## src/rtl/router_xy_crossbar.sv

```systemverilog
`default_nettype none
// ============================================================================
// Module      : router_xy_crossbar
// Description : 5-port XY mesh router; per-input FIFOs, per-output round-robin
//               arbitration, held output registers, out-of-grid drop counter.
// Revision    : 1.0 - initial release
// ============================================================================
module router_xy_crossbar #(
    parameter int GRID_ROWS    = 4,
    parameter int GRID_COLS    = 4,
    parameter int ROUTER_ROW   = 0,
    parameter int ROUTER_COL   = 0,
    parameter int PACKET_WIDTH = 32,
    parameter int ROW_LSB      = 2,
    parameter int COL_LSB      = 0,
    parameter int FIFO_DEPTH   = 4
) (
    input  logic                         i_clk,
    input  logic                         i_arst_n,
    input  logic [4:0][PACKET_WIDTH-1:0] i_inData,
    input  logic [4:0]                   i_inValid,
    output logic [4:0]                   o_inReady,
    output logic [4:0][PACKET_WIDTH-1:0] o_outData,
    output logic [4:0]                   o_outValid,
    input  logic [4:0]                   i_outReady,
    output logic [15:0]                  o_dropCount
);

    localparam int c_rowW = (GRID_ROWS > 1) ? $clog2(GRID_ROWS) : 1;
    localparam int c_colW = (GRID_COLS > 1) ? $clog2(GRID_COLS) : 1;
    localparam int c_ptrW = $clog2(FIFO_DEPTH);
    localparam int c_cntW = c_ptrW + 1;

    localparam int c_portNi    = 0;
    localparam int c_portNorth = 1;
    localparam int c_portSouth = 2;
    localparam int c_portEast  = 3;
    localparam int c_portWest  = 4;

    localparam logic [c_rowW-1:0] c_routerRow = c_rowW'(ROUTER_ROW);
    localparam logic [c_colW-1:0] c_routerCol = c_colW'(ROUTER_COL);

    logic [4:0][PACKET_WIDTH-1:0] w_head;
    logic [4:0][4:0]              w_req;      // w_req[input][output]
    logic [4:0]                   w_drop;
    logic [4:0]                   w_pop;
    logic [4:0]                   w_granted;
    logic [4:0]                   w_outFree;
    logic [4:0]                   w_outGrant;
    logic [4:0][2:0]              w_grantIdx;

    logic [4:0][PACKET_WIDTH-1:0] r_outData;
    logic [4:0]                   r_outValid;
    logic [4:0][2:0]              r_ptr;
    logic [15:0]                  r_dropCount;

    genvar p;
    generate
        for (p = 0; p < 5; p++) begin : g_port
            logic [PACKET_WIDTH-1:0] r_mem [FIFO_DEPTH];
            logic [c_ptrW-1:0]       r_wrPtr;
            logic [c_ptrW-1:0]       r_rdPtr;
            logic [c_cntW-1:0]       r_count;
            logic                    w_full;
            logic                    w_push;
            logic                    w_headValid;
            logic [c_rowW-1:0]       w_dRow;
            logic [c_colW-1:0]       w_dCol;
            logic [4:0]              w_route;

            assign w_full       = (r_count == c_cntW'(FIFO_DEPTH));
            assign w_push       = i_inValid[p] && !w_full;
            assign o_inReady[p] = !w_full;
            assign w_headValid  = (r_count != '0);

            // Storage carries no reset; occupancy alone defines validity.
            always_ff @(posedge i_clk) begin
                if (w_push) begin
                    r_mem[r_wrPtr] <= i_inData[p];
                end
            end

            always_ff @(posedge i_clk or negedge i_arst_n) begin
                if (!i_arst_n) begin
                    r_wrPtr <= '0;
                    r_rdPtr <= '0;
                    r_count <= '0;
                end else begin
                    if (w_push) begin
                        r_wrPtr <= r_wrPtr + 1'b1;
                    end
                    if (w_pop[p]) begin
                        r_rdPtr <= r_rdPtr + 1'b1;
                    end
                    case ({w_push, w_pop[p]})
                        2'b10:   r_count <= r_count + 1'b1;
                        2'b01:   r_count <= r_count - 1'b1;
                        default: r_count <= r_count;
                    endcase
                end
            end

            assign w_head[p] = r_mem[r_rdPtr];
            assign w_dRow    = w_head[p][ROW_LSB +: c_rowW];
            assign w_dCol    = w_head[p][COL_LSB +: c_colW];
            assign w_drop[p] = w_headValid &&
                               ((32'(w_dRow) >= GRID_ROWS) || (32'(w_dCol) >= GRID_COLS));

            // Column first, then row: plain XY dimension-order routing.
            always_comb begin
                w_route = '0;
                if (w_dCol > c_routerCol) begin
                    w_route[c_portEast] = 1'b1;
                end else if (w_dCol < c_routerCol) begin
                    w_route[c_portWest] = 1'b1;
                end else if (w_dRow > c_routerRow) begin
                    w_route[c_portSouth] = 1'b1;
                end else if (w_dRow < c_routerRow) begin
                    w_route[c_portNorth] = 1'b1;
                end else begin
                    w_route[c_portNi] = 1'b1;
                end
            end

            assign w_req[p] = (w_headValid && !w_drop[p]) ? w_route : 5'b0;
        end
    endgenerate

    assign w_outFree = ~r_outValid | i_outReady;

    // Round-robin per output, searching from r_ptr; each input requests one output only.
    always_comb begin
        logic [3:0] sum;
        logic [2:0] idx;
        w_outGrant = '0;
        w_grantIdx = '0;
        w_granted  = '0;
        sum        = '0;
        idx        = '0;
        for (int o = 0; o < 5; o++) begin
            for (int k = 0; k < 5; k++) begin
                sum = {1'b0, r_ptr[o]} + 4'(k);
                idx = (sum >= 4'd5) ? 3'(sum - 4'd5) : sum[2:0];
                if (w_outFree[o] && !w_outGrant[o] && w_req[idx][o]) begin
                    w_outGrant[o] = 1'b1;
                    w_grantIdx[o] = idx;
                    w_granted[idx] = 1'b1;
                end
            end
        end
    end

    assign w_pop = w_granted | w_drop;

    always_ff @(posedge i_clk or negedge i_arst_n) begin
        if (!i_arst_n) begin
            r_outData  <= '0;
            r_outValid <= '0;
            r_ptr      <= '0;
        end else begin
            for (int o = 0; o < 5; o++) begin
                if (w_outGrant[o]) begin
                    r_outData[o]  <= w_head[w_grantIdx[o]];
                    r_outValid[o] <= 1'b1;
                    r_ptr[o]      <= (w_grantIdx[o] == 3'd4) ? 3'd0 : w_grantIdx[o] + 3'd1;
                end else if (w_outFree[o]) begin
                    r_outData[o]  <= '0;
                    r_outValid[o] <= 1'b0;
                end
            end
        end
    end

    logic [2:0]  w_dropNum;
    logic [16:0] w_dropSum;

    always_comb begin
        w_dropNum = '0;
        for (int i = 0; i < 5; i++) begin
            w_dropNum = w_dropNum + {2'b00, w_drop[i]};
        end
    end

    assign w_dropSum = {1'b0, r_dropCount} + 17'(w_dropNum);

    always_ff @(posedge i_clk or negedge i_arst_n) begin
        if (!i_arst_n) begin
            r_dropCount <= '0;
        end else begin
            r_dropCount <= w_dropSum[16] ? 16'hFFFF : w_dropSum[15:0];
        end
    end

    assign o_outData   = r_outData;
    assign o_outValid  = r_outValid;
    assign o_dropCount = r_dropCount;

endmodule
`default_nettype wire

```

## config.mk

```make
export PLATFORM = sky130hd
export DESIGN_NAME = router_xy_crossbar
export DESIGN_NICKNAME = d
export VERILOG_FILES = /design/src/rtl/router_xy_crossbar.sv
export SDC_FILE = /design/constraint.sdc
export NUM_CORES = 1
export LEC_CHECK = 0
export CAP_MARGIN = 20
export CORE_MARGIN = 10
export CORE_UTILIZATION = 38
export DETAILED_ROUTE_END_ITERATION = 8
export DONT_BUFFER_PORTS = 1
export GPL_TIMING_DRIVEN = 0
export PLACE_DENSITY = 0.52
export SKIP_LAST_GASP = 1
export SLEW_MARGIN = 10
export SYNTH_ARGS = -nofsm -noshare
export SYNTH_HDL_FRONTEND = slang
export SYNTH_SLANG_ARGS = --single-unit
```

## constraint.sdc

```tcl
create_clock -name i_clk -period 5.8 [get_ports i_clk]
set_input_delay 0.58 -clock i_clk [delete_from_list [all_inputs] [get_ports i_clk]]
set_output_delay 0.58 -clock i_clk [all_outputs]
set_load 0.005 [all_outputs]
```

==> results of run 1 <==
## sequential cells by signal, indices dropped and copies added, names as in the netlist
| signal | flops |
|---|---|
| o_outValid | 3 |
| g_port.r_rdPtr | 10 |
| o_outData | 96 |
| g_port.r_count | 15 |
| g_port.r_wrPtr | 10 |
| g_port.r_mem | 640 |
| r_ptr | 9 |
## layer usage
metal | wire length (µm) | GRT usage, % | part of all wire (%) | up-vias
met5 | 62 | 0 | 0.052 | -
met4 | 3360 | 6.49 | 2.8 | 10
met3 | 12000 | 8.72 | 10 | 162
met2 | 57500 | 35.1 | 48 | 782
met1 | 45900 | 25.5 | 39 | 11800
li1 | - | - | - | 9838
## area by class of cell
| class | instances | area [µm²] | share of cell area (%) |
|---|---|---|---|
| Tap cell | 1265 | 1580 | 3.67 |
| Clock inverter | 56 | 607 | 1.41 |
| Multi-Input combinational cell | 1335 | 12700 | 29.4 |
| Timing Repair Buffer | 162 | 1830 | 4.25 |
| Inverter | 60 | 229 | 0.530 |
| Sequential cell | 783 | 22800 | 52.8 |
| Clock buffer | 101 | 2210 | 5.11 |
| Buffer | 207 | 1210 | 2.81 |
| Antenna cell | 6 | 15.0 | 0.0348 |
## synthesized netlist by cell type (31+ instances only)
cell type / n
buf_4: 87
inv_1: 57
nand2_1: 56
o21ai_0: 38
ha_1: 56
dfrtp_1: 143
nand3_1: 35
o221ai_1: 96
clkbuf_1: 69
nor2_1: 57
a22oi_1: 96
edfxtp_1: 640
mux2i_1: 219
buf_2: 31
mux4_2: 161
a21oi_1: 36
## repair_timing
item	in CTS	in global routing
endpoints found under the setup margin	47	54
hold buffers	134	0
gates resized for setup	10	25
endpoints found under the hold margin	620	0
pin swaps	0	4
buffers inserted	0	6
## critical path: cells and delay by family (launching register included)
family / cells / cell delay, ps
AND/OR/NAND/NOR: 8 / 2280
adder cells (fa/ha/maj): 3 / 910
multiplexers: 1 / 160
AO/OA/AOI/OAI: 2 / 340
flip-flops: 1 / 460
buffers and inverters: 6 / 1410
## cell families after synthesis
group / count (synthesis)
adders and majority gates: 64
DFF: 783
other: 1
and+or+nand+nor: 343
buffers and inverters: 269
muxes: 390
xor gates and xnor gates: 44
AOI/OAI and AO/OA: 412
## through the flow
| step | setup WS [ps] | instances | utilization (%) |
|---|---|---|---|
| 4_1_cts | -6.65 | 3963 | 45.2 |
| 6_report | 145 | 3975 | 45.4 |
| 3_3_place_gp | -403 | 3652 | 40.3 |
| 5_1_grt | -120 | 3971 | 45.4 |
| 2_1_floorplan | 910 | 2387 | - |
| 3_5_place_dp | -573 | 3673 | 40.8 |
## path summary, 6_finish.rpt
path	endpoint	start	slack [ps]	depth (start not counted)
setup / recovery	r_ptr[11]$_DFFE_PN0P_	r_ptr[9]$_DFFE_PN0P_	150	20
hold / removal	g_port[1].r_mem[1][22]$_DFFE_PP_	i_inData[54]	40	0
setup reg to reg	r_ptr[11]$_DFFE_PN0P_	r_ptr[9]$_DFFE_PN0P_	150	20
hold reg to reg	g_port[2].r_count[2]$_DFFE_PN0P_	g_port[2].r_count[2]$_DFFE_PN0P_	490	1
max in group asynchronous	g_port[1].r_count[1]$_DFFE_PN0P_	i_arst_n	4430	2
min in group asynchronous	o_outData[1]$_DFFE_PN0P_	i_arst_n	480	2
==> metrics.md, run 1 <==
| Metric | Value |
|---|---|
| Worst-path clk slew | approximately 60 ps |
| Max_slew headroom | between 30% and 40% |
| WHS | around 38 ps |
| CORE AREA | roughly 95000 µm² |
| Crit Path Class | flop to flop |
| Adder-cell share of the synthesized area | 2.36% |
| Compound-gate portion of the synthesized area | under 10% |
| Area of the die | 109000 µm² |
| Gr usage total | between 20% and 30% |
| EDFF count, synth | 640 |
| Number of setup violations in the final report | 0 |
| DIE WIDTH | 330 µm |
| Fraction of synthesized area in multiplexers | 16.3% |
| CP Launch Type | flop |
| Max Buffers Root-to-Sink | 3 |
| Status | finished, final reports clean |
| Clk sinks | a little under 800 |
| Simple-gate share of the synthesized area | around 5.2% |
| Final cycle utilization of the critical path | 97.5% |
| FMAX | between 150 and 200 MHz |
| First-pass GRT wire length | 169 mm |
| Half-perimeter wire length after placement | 89.3 mm |
| Synth Register Bits | a little under 800 |
| ANT nets after route | 0 |
| Num rows | 113 |
| CP cell instances | buf_2 > inv_1 > ha_1 > inv_1 > fa_1 > or3_1 > and2_1 > a31oi_1 > and4_1 > nor3b_1 > nand2_1 > nand4_1 > buf_4 > buf_2 > inv_1 > ha_1 > nor2_1 > mux2_2 > nor2_1 > a21oi_1 |
| Commonest non-fill, non-tap cells in the layout | 640 x edfxtp_1, 218 x mux2i_1, 161 x mux4_2, 143 x dfrtp_1, 133 x dlygate4sd3_1 |
| Share of layout cells above drive strength 1 | between 15 and 20% |
| Final hold vios | 0 |
| Post-Route Setup TNS | 0 ps |
| Initial Utilization | between 30% and 40% |
| Most used cell, CP | inv_1 |
| Worst path max stage delay | about 700 ps |
| YS warnings | 0 |
| Largest family of logic cells by synthesized area | multiplexers |
| Unrepaired setup endpoints after global routing | yes |
| CP required | ~6400 ps |
| Top cell type's share of synthesized area | between 50% and 60% |
| CTS tree | built |
| Crit path DAT | just over 6000 ps |
| Post-synthesis xor/xnor area fraction | between 1 and 1.5% |
| Inserted Clock Buffers | 84 |
| Worst min-delay path class | input pin to flop |
| Top_reg_cell synth | edfxtp_1 |
| Sequential area share after synthesis | 62.6% |
| Commonest non-fill, non-tap cell in the layout | edfxtp_1 |
| Largest net degree at the start of global routing | approximately 140 |
| Post-Syn Instances | between 2000 and 2500 |
| WL final | roughly 120 mm |
| Area grow syn2layout | 18.5% |
| Via count | between 20000 and 25000 |
| Asr flop ratio synth | approximately 18% |
| Avg Synthesized Cell Area | between 15 and 20 µm² |
| Top post-synthesis cells by area | edfxtp_1 53%, mux4_2 10%, dfrtp_1 9.8% |
| Least-Margin Pin Slew | between 1000 and 1500 ps |
| Clock root cell | clkbuf_16 |
| Post-DP Area | between 30000 and 40000 µm² |
| Vias in the first global route | between 20000 and 25000 |
| DR pass1 iterations | 5 |
| Final Cell Area | roughly 43000 µm² |
| Clock H-tree levels | 3 |
| Final global-route overflow total | 0 |
| Cell taking the most area after synthesis | edfxtp_1 |
| Initial antenna violation count | 11 |
| Vias per cell | 5.68 |
| Drt wl/cell | 29.9 µm |
| Skew final | 32.1 ps |
| Tmin final | 5650 ps |
| Die height | ~330 µm |
| Max_cap viols | 0 |
| Drt drc | 0 |
| Detailed Route Iter0 Violations | just over 2000 |
| Nets | roughly 2900 |
| Final-layout fill cell count | 8347 |
| Ports | between 300 and 400 |
| Gp weighted congestion | 0.955 |
| IO Port Bufs | 0 |
| CP max FO | 12 |
| Final number of max-transition violations | 0 |
| Worst path slowest cell | nor3b_1 |
| Clk_lat worst skew | between 600 and 700 ps |
| Crit path capture type | flop |
| Post-synth cell types | around 90 |
| Mapped cell area | 36400 µm² |
Power of run 1 is left out: the tool's default activity adds up to more than one toggle a clock period on the data nets, which glitch-free logic cannot reach.
==> run 2: changes to the inputs <==
--- a/config.mk
+++ b/config.mk
@@ -12,6 +12,8 @@
 export DONT_BUFFER_PORTS = 1
 export GPL_TIMING_DRIVEN = 0
 export PLACE_DENSITY = 0.52
+export RECOVER_POWER = 50
+export REMOVE_ABC_BUFFERS = 1
 export SKIP_LAST_GASP = 1
 export SLEW_MARGIN = 10
 export SYNTH_ARGS = -nofsm -noshare
==> metrics.md, run 2 (same netlist as run 1, synthesis figures left out) <==
| Metric | Value |
|---|---|
| CP delay by family, top | simple AND/OR/NAND/NOR gates (unchanged) |
| Num rows | 113 (unchanged) |
| Critical path buffers and inverters | 3 (was 6) |
| Post-Route Setup TNS | 0 ps (unchanged) |
| First-pass GRT wire length | 170 mm (was 169 mm) |
| Clk sinks | 783 (unchanged) |
| Worst path slowest cell | or4_4 (was nor3b_1) |
| CP cell instances | inv_1 > ha_1 > inv_1 > fa_1 > a21oi_1 > mux2i_2 > a211oi_1 > o221ai_1 > a211oi_2 > nand3b_1 > nor3_1 > or4_4 > or3_4 > ha_1 > inv_1 > fa_1 > xor2_1 > nor2_1 > xor2_1 (was buf_2 > inv_1 > ha_1 > inv_1 > fa_1 > or3_1 > and2_1 > a31oi_1 > and4_1 > nor3b_1 > nand2_1 > nand4_1 > buf_4 > buf_2 > inv_1 > ha_1 > nor2_1 > mux2_2 > nor2_1 > a21oi_1) |
| Clock H-tree levels | 3 (unchanged) |
| Final-layout fill cell count | 8409 (was 8347) |
| Vias per cell | 5.83 (was 5.68) |
| Max FFs per register | 640 (unchanged) |
| Worst-path clk slew | 60 ps (about the same) |
| Tmin final | 5660 ps (was 5650 ps) |
| Half-perimeter wire length after placement | 84.1 mm (was 89.3 mm) |
| CP Launch Type | flop (unchanged) |
| Final hold vios | 0 (unchanged) |
| Clock root cell | clkbuf_16 (unchanged) |
| CP max FO | 31 (was 12) |
| Worst setup path startpoint | r_ptr[0]$_DFFE_PN0P_ (was r_ptr[9]$_DFFE_PN0P_) |
| ANT nets after route | 0 (unchanged) |
| Share of layout cells above drive strength 1 | 17.0% (was 19.7%) |
| Vias in the first global route | 23200 (was 23100) |
| Gr usage total | 21.7% (was 21.4%) |
| FMAX | 177 MHz (about the same) |
| Worst r2r src | r_ptr[0]$_DFFE_PN0P_ (was r_ptr[9]$_DFFE_PN0P_) |
| Status | finished, violations left (was finished, final reports clean) |
| CORE AREA | 95000 µm² (unchanged) |
| Final Cell Area | 42700 µm² (was 43200 µm²) |
| Gp weighted congestion | 0.891 (was 0.955) |
| Max_slew headroom | -32.1% (was 31.6%) |
| CTS tree | built (unchanged) |
| Area of the die | 109000 µm² (unchanged) |
| Multi-input gate area | 12700 µm² (about the same) |
| Place WS | -1120 ps (was -573 ps) |
| Crit Path Class | flop to flop (unchanged) |
| Most flops, register | g_port.r_mem (unchanged) |
| Final global-route overflow total | 0 (unchanged) |
| Commonest non-fill, non-tap cells in the layout | 640 x edfxtp_1, 216 x mux2i_1, 161 x mux4_2, 155 x dlygate4sd3_1, 131 x dfrtp_1 (was 640 x edfxtp_1, 218 x mux2i_1, 161 x mux4_2, 143 x dfrtp_1, 133 x dlygate4sd3_1) |
| Detailed Route Iter0 Violations | 1907 (was 2064) |
| Commonest non-fill, non-tap cell in the layout | edfxtp_1 (unchanged) |
| Final setup margin | 142 ps (was 145 ps) |
| Nets | 2708 (was 2869) |
| Worst min-delay path class | input pin to flop (unchanged) |
| DR pass1 iterations | 7 (was 5) |
| IO Port Bufs | 0 (unchanged) |
| Die height | 330 µm (unchanged) |
| Ports | 358 (unchanged) |
| Max Buffers Root-to-Sink | 3 (unchanged) |
| Unrepaired setup endpoints after global routing | yes (unchanged) |
| Initial antenna violation count | 14 (was 11) |
| WHS | 37.5 ps (was 38.2 ps) |
| Crit path capture type | flop (unchanged) |
| WL final | 121 mm (was 119 mm) |
| Drt wl/cell | 31.7 µm (was 29.9 µm) |
| Clk_lat worst skew | 670 ps (was 660 ps) |
| Worst path max stage delay | 770 ps (was 700 ps) |
| Inserted Clock Buffers | 84 (unchanged) |
| Number of setup violations in the final report | 0 (unchanged) |
| Skew final | 42.9 ps (was 32.1 ps) |
| Drt drc | 0 (unchanged) |
| Via count | 22200 (was 22600) |
| Register area | 22800 µm² (about the same) |
| HP Start | i_inData[108] (was i_inData[54]) |
| Post-DP Area | 38200 µm² (was 38800 µm²) |
| Crit path DAT | 6190 ps (was 6230 ps) |
| Largest net degree at the start of global routing | 144 (unchanged) |
| Initial Utilization | 38.4% (unchanged) |
| Least-Margin Pin Slew | 1980 ps (was 1030 ps) |
| DIE WIDTH | 330 µm (unchanged) |
| Most used cell, CP | inv_1 (unchanged) |
| Area grow syn2layout | 17.2% (was 18.5%) |
| Final number of max-transition violations | 24 (was 0) |
| CP required | 6330 ps (was 6380 ps) |
| Final cycle utilization of the critical path | 97.5% (about the same) |
| Failing checks | max-capacitance violations, max-slew violations |
| Max_cap viols | 2 (was 0) |
## run 2: timing repair
item,4_1_cts,5_1_grt
gates resized for setup,16,14
hold endpoints to repair,747,0
setup buffers,1,3
pin swaps,1,2
hold buffers,156,0
endpoints found under the setup margin,117,68
## run 2: worst paths after layout
check	end	slack [ps]	cells past startpoint
setup / recovery	g_port[4].r_count[2]$_DFFE_PN0P_	140	19
max in group asynchronous	g_port[0].r_rdPtr[0]$_DFFE_PN0P_	4330	2
hold / removal	g_port[3].r_mem[2][12]$_DFFE_PP_	40	0
setup reg to reg	g_port[4].r_count[2]$_DFFE_PN0P_	140	19
hold reg to reg	g_port[3].r_count[2]$_DFFE_PN0P_	500	1
min in group asynchronous	o_outData[7]$_DFFE_PN0P_	600	2
## run 2: cell type report
cell class | instances | share of cell area [%]
Clock inverter | 51 | 1.14
Inverter | 60 | 0.530
Tap cell | 1265 | 3.71
Antenna cell | 5 | 0.0293
Timing Repair Buffer | 208 | 6.08
Sequential cell | 783 | 53.5
Clock buffer | 105 | 5.23
Multi-Input combinational cell | 1335 | 29.8
## run 2: layer usage
| metal | share of wire, % | GRT usage [%] | wire [µm] |
|---|---|---|---|
| met1 | 37 | 25.3 | 45200 |
| met4 | 3.9 | 8.49 | 4690 |
| met2 | 50 | 37.3 | 60600 |
| met5 | 0.085 | 0 | 103 |
| met3 | 8.4 | 6.33 | 10200 |
## run 2: stage by stage
step                utilization, %  std cells
floorplan                        -       2178
global placement              39.1       3443
detailed placement            40.2       3491
CTS                           44.8       3804
global route                  44.9       3811
finish                        44.9       3812
Power of run 2 is left out for the same reason.
==> run 3: changes to the inputs <==
==> constraint.sdc (replaced) <==
create_clock -name i_clk -period 7.1 [get_ports i_clk]
set_input_delay 0.71 -clock i_clk [delete_from_list [all_inputs] [get_ports i_clk]]
set_output_delay 0.71 -clock i_clk [all_outputs]
set_load 0.005 [all_outputs]
==> metrics.md, run 3 (same netlist as run 1, synthesis figures left out) <==
| Metric | Value |
|---|---|
| Status | finished, violations left (unchanged) |
| Failing checks | max-capacitance violations, max-slew violations (unchanged) |
| Max_cap viols | 3 (was 2) |
| Clock H-tree levels | 3 (unchanged) |
| Dpl cells | 3491 (unchanged) |
| Unrepaired setup endpoints after global routing | no (was yes) |
| # diodes | 0 (was 5) |
| Final-layout fill cell count | 8500 (was 8409) |
| Final number of max-transition violations | 168 (was 24) |
| Final setup margin | 517 ps (was 142 ps) |
| Num rows | 113 (unchanged) |
| Clock root cell | clkbuf_16 (unchanged) |
| Worst-path clk slew | 60 ps (about the same) |
| IO Port Bufs | 0 (unchanged) |
| Vias in the first global route | 22400 (was 23200) |
| DR pass1 iterations | 6 (was 7) |
| Half-perimeter wire length after placement | 84.1 mm (unchanged) |
| Final cycle utilization of the critical path | 92.7% (was 97.5%) |
| Final hold vios | 0 (unchanged) |
| Crit Path Class | flop to flop (unchanged) |
| Postcts setup bufs | 0 (was 1) |
| Area grow syn2layout | 12.3% (was 17.2%) |
| Post-route insts no fill | 3648 (was 3812) |
| Commonest non-fill, non-tap cell in the layout | edfxtp_1 (unchanged) |
| CP max FO | 26 (was 31) |
| Initial antenna violation count | 1 (was 14) |
| Worst min-delay path class | input pin to flop (unchanged) |
| Share of layout cells above drive strength 1 | 17.0% (about the same) |
| Skew final | 47.2 ps (was 42.9 ps) |
| FMAX | 152 MHz (was 177 MHz) |
| Max Buffers Root-to-Sink | 3 (unchanged) |
| Final global-route overflow total | 0 (unchanged) |
| Area of the die | 109000 µm² (unchanged) |
| First-pass GRT wire length | 167 mm (was 170 mm) |
| Ports | 358 (unchanged) |
| Die height | 330 µm (unchanged) |
| Least-Margin Pin Slew | 4430 ps (was 1980 ps) |
| Crit path DAT | 7160 ps (was 6190 ps) |
| Inserted Clock Buffers | 84 (unchanged) |
| Drt drc | 0 (unchanged) |
| Most flops, register | g_port.r_mem (unchanged) |
| Largest net degree at the start of global routing | 144 (unchanged) |
| Nets | 2549 (was 2708) |
| Gp weighted congestion | 0.891 (unchanged) |
| Multi-input gate area | 12600 µm² (was 12700 µm²) |
| Clk_lat worst skew | 670 ps (about the same) |
| Max FFs per register | 640 (unchanged) |
| Initial Utilization | 38.4% (unchanged) |
| Max_slew headroom | -196% (was -32.1%) |
| Tmin final | 6580 ps (was 5660 ps) |
| Crit path capture type | flop (unchanged) |
| CP Launch Type | flop (unchanged) |
| Vias per cell | 5.94 (was 5.83) |
| CTS tree | built (unchanged) |
| CORE AREA | 95000 µm² (unchanged) |
| Number of setup violations in the final report | 0 (unchanged) |
| Post-Route Setup TNS | 0 ps (unchanged) |
| Place WS | 184 ps (was -1120 ps) |
| Clk sinks | 783 (unchanged) |
| DIE WIDTH | 330 µm (unchanged) |
| Via count | 21700 (was 22200) |
| ANT nets after route | 0 (unchanged) |
| Drt wl/cell | 32.7 µm (was 31.7 µm) |
| Commonest non-fill, non-tap cells in the layout | 640 x edfxtp_1, 219 x mux2i_1, 161 x mux4_2, 131 x dfrtp_1 (was 640 x edfxtp_1, 216 x mux2i_1, 161 x mux4_2, 155 x dlygate4sd3_1, 131 x dfrtp_1) |
| Gr usage total | 21.5% (was 21.7%) |
| WL final | 119 mm (was 121 mm) |
| Register area | 22800 µm² (about the same) |
| Detailed Route Iter0 Violations | 1717 (was 1907) |
| CP required | 7680 ps (was 6330 ps) |
-- run 3: through the flow --
stage,utilization (%),hold WS [ps],area (µm²)
5_1_grt,43.1,110,40900
4_1_cts,43.1,88.5,41000
6_report,43.1,132,40900
2_1_floorplan,-,414,35500
3_3_place_gp,39.1,437,37100
3_5_place_dp,40.2,441,38200
-- run 3: worst max-delay path: stages, from the launching register on --
cell,delay [ps]
dfrtp_2,650
inv_1,330
ha_1,340
ha_1,550
o22ai_1,610
or3b_2,480
and4_1,240
nor3_1,510
nor3b_1,280
a32oi_1,400
o2111ai_1,170
nor3_1,860
inv_1,120
ha_1,260
inv_1,80
fa_1,410
o21ai_0,180
-- run 3: cell type report --
class,instances,share of cell area (%)
Sequential cell,783,55.8
Multi-Input combinational cell,1335,30.8
Clock buffer,105,5.45
Tap cell,1265,3.87
Timing Repair Buffer,49,2.38
Clock inverter,51,1.19
Inverter,60,0.550
-- run 3: final timing paths --
path,from,to,slack (ps),cells after the start
max reg2reg,r_ptr[9]$_DFFE_PN0P_,g_port[0].r_count[1]$_DFFE_PN0P_,520,16
min reg2reg,g_port[3].r_count[2]$_DFFE_PN0P_,g_port[3].r_count[2]$_DFFE_PN0P_,500,1
max,r_ptr[9]$_DFFE_PN0P_,g_port[0].r_count[1]$_DFFE_PN0P_,520,16
min in group asynchronous,i_arst_n,o_outData[70]$_DFFE_PN0P_,1560,1
max in group asynchronous,i_arst_n,g_port[0].r_rdPtr[0]$_DFFE_PN0P_,2280,1
min,i_inData[156],g_port[4].r_mem[3][28]$_DFFE_PP_,130,0
-- run 3: timing repair --
item | 4_1_cts | 5_1_grt
gates resized for setup | 0 | 2
setup endpoints to repair | 0 | 40
hold buffers | 1 | 0
endpoints found under the hold margin | 143 | 0
-- run 3: metal layers --
| metal | share of wire [%] | vias to the layer above | GRT usage [%] |
|---|---|---|---|
| met3 | 9.9 | 179 | 7.56 |
| li1 | - | 9180 | - |
| met2 | 50 | 919 | 37.0 |
| met5 | 0 | - | 0 |
| met4 | 3.9 | 0 | 8.56 |
| met1 | 36 | 11400 | 24.3 |
Power of run 3 is left out for the same reason.
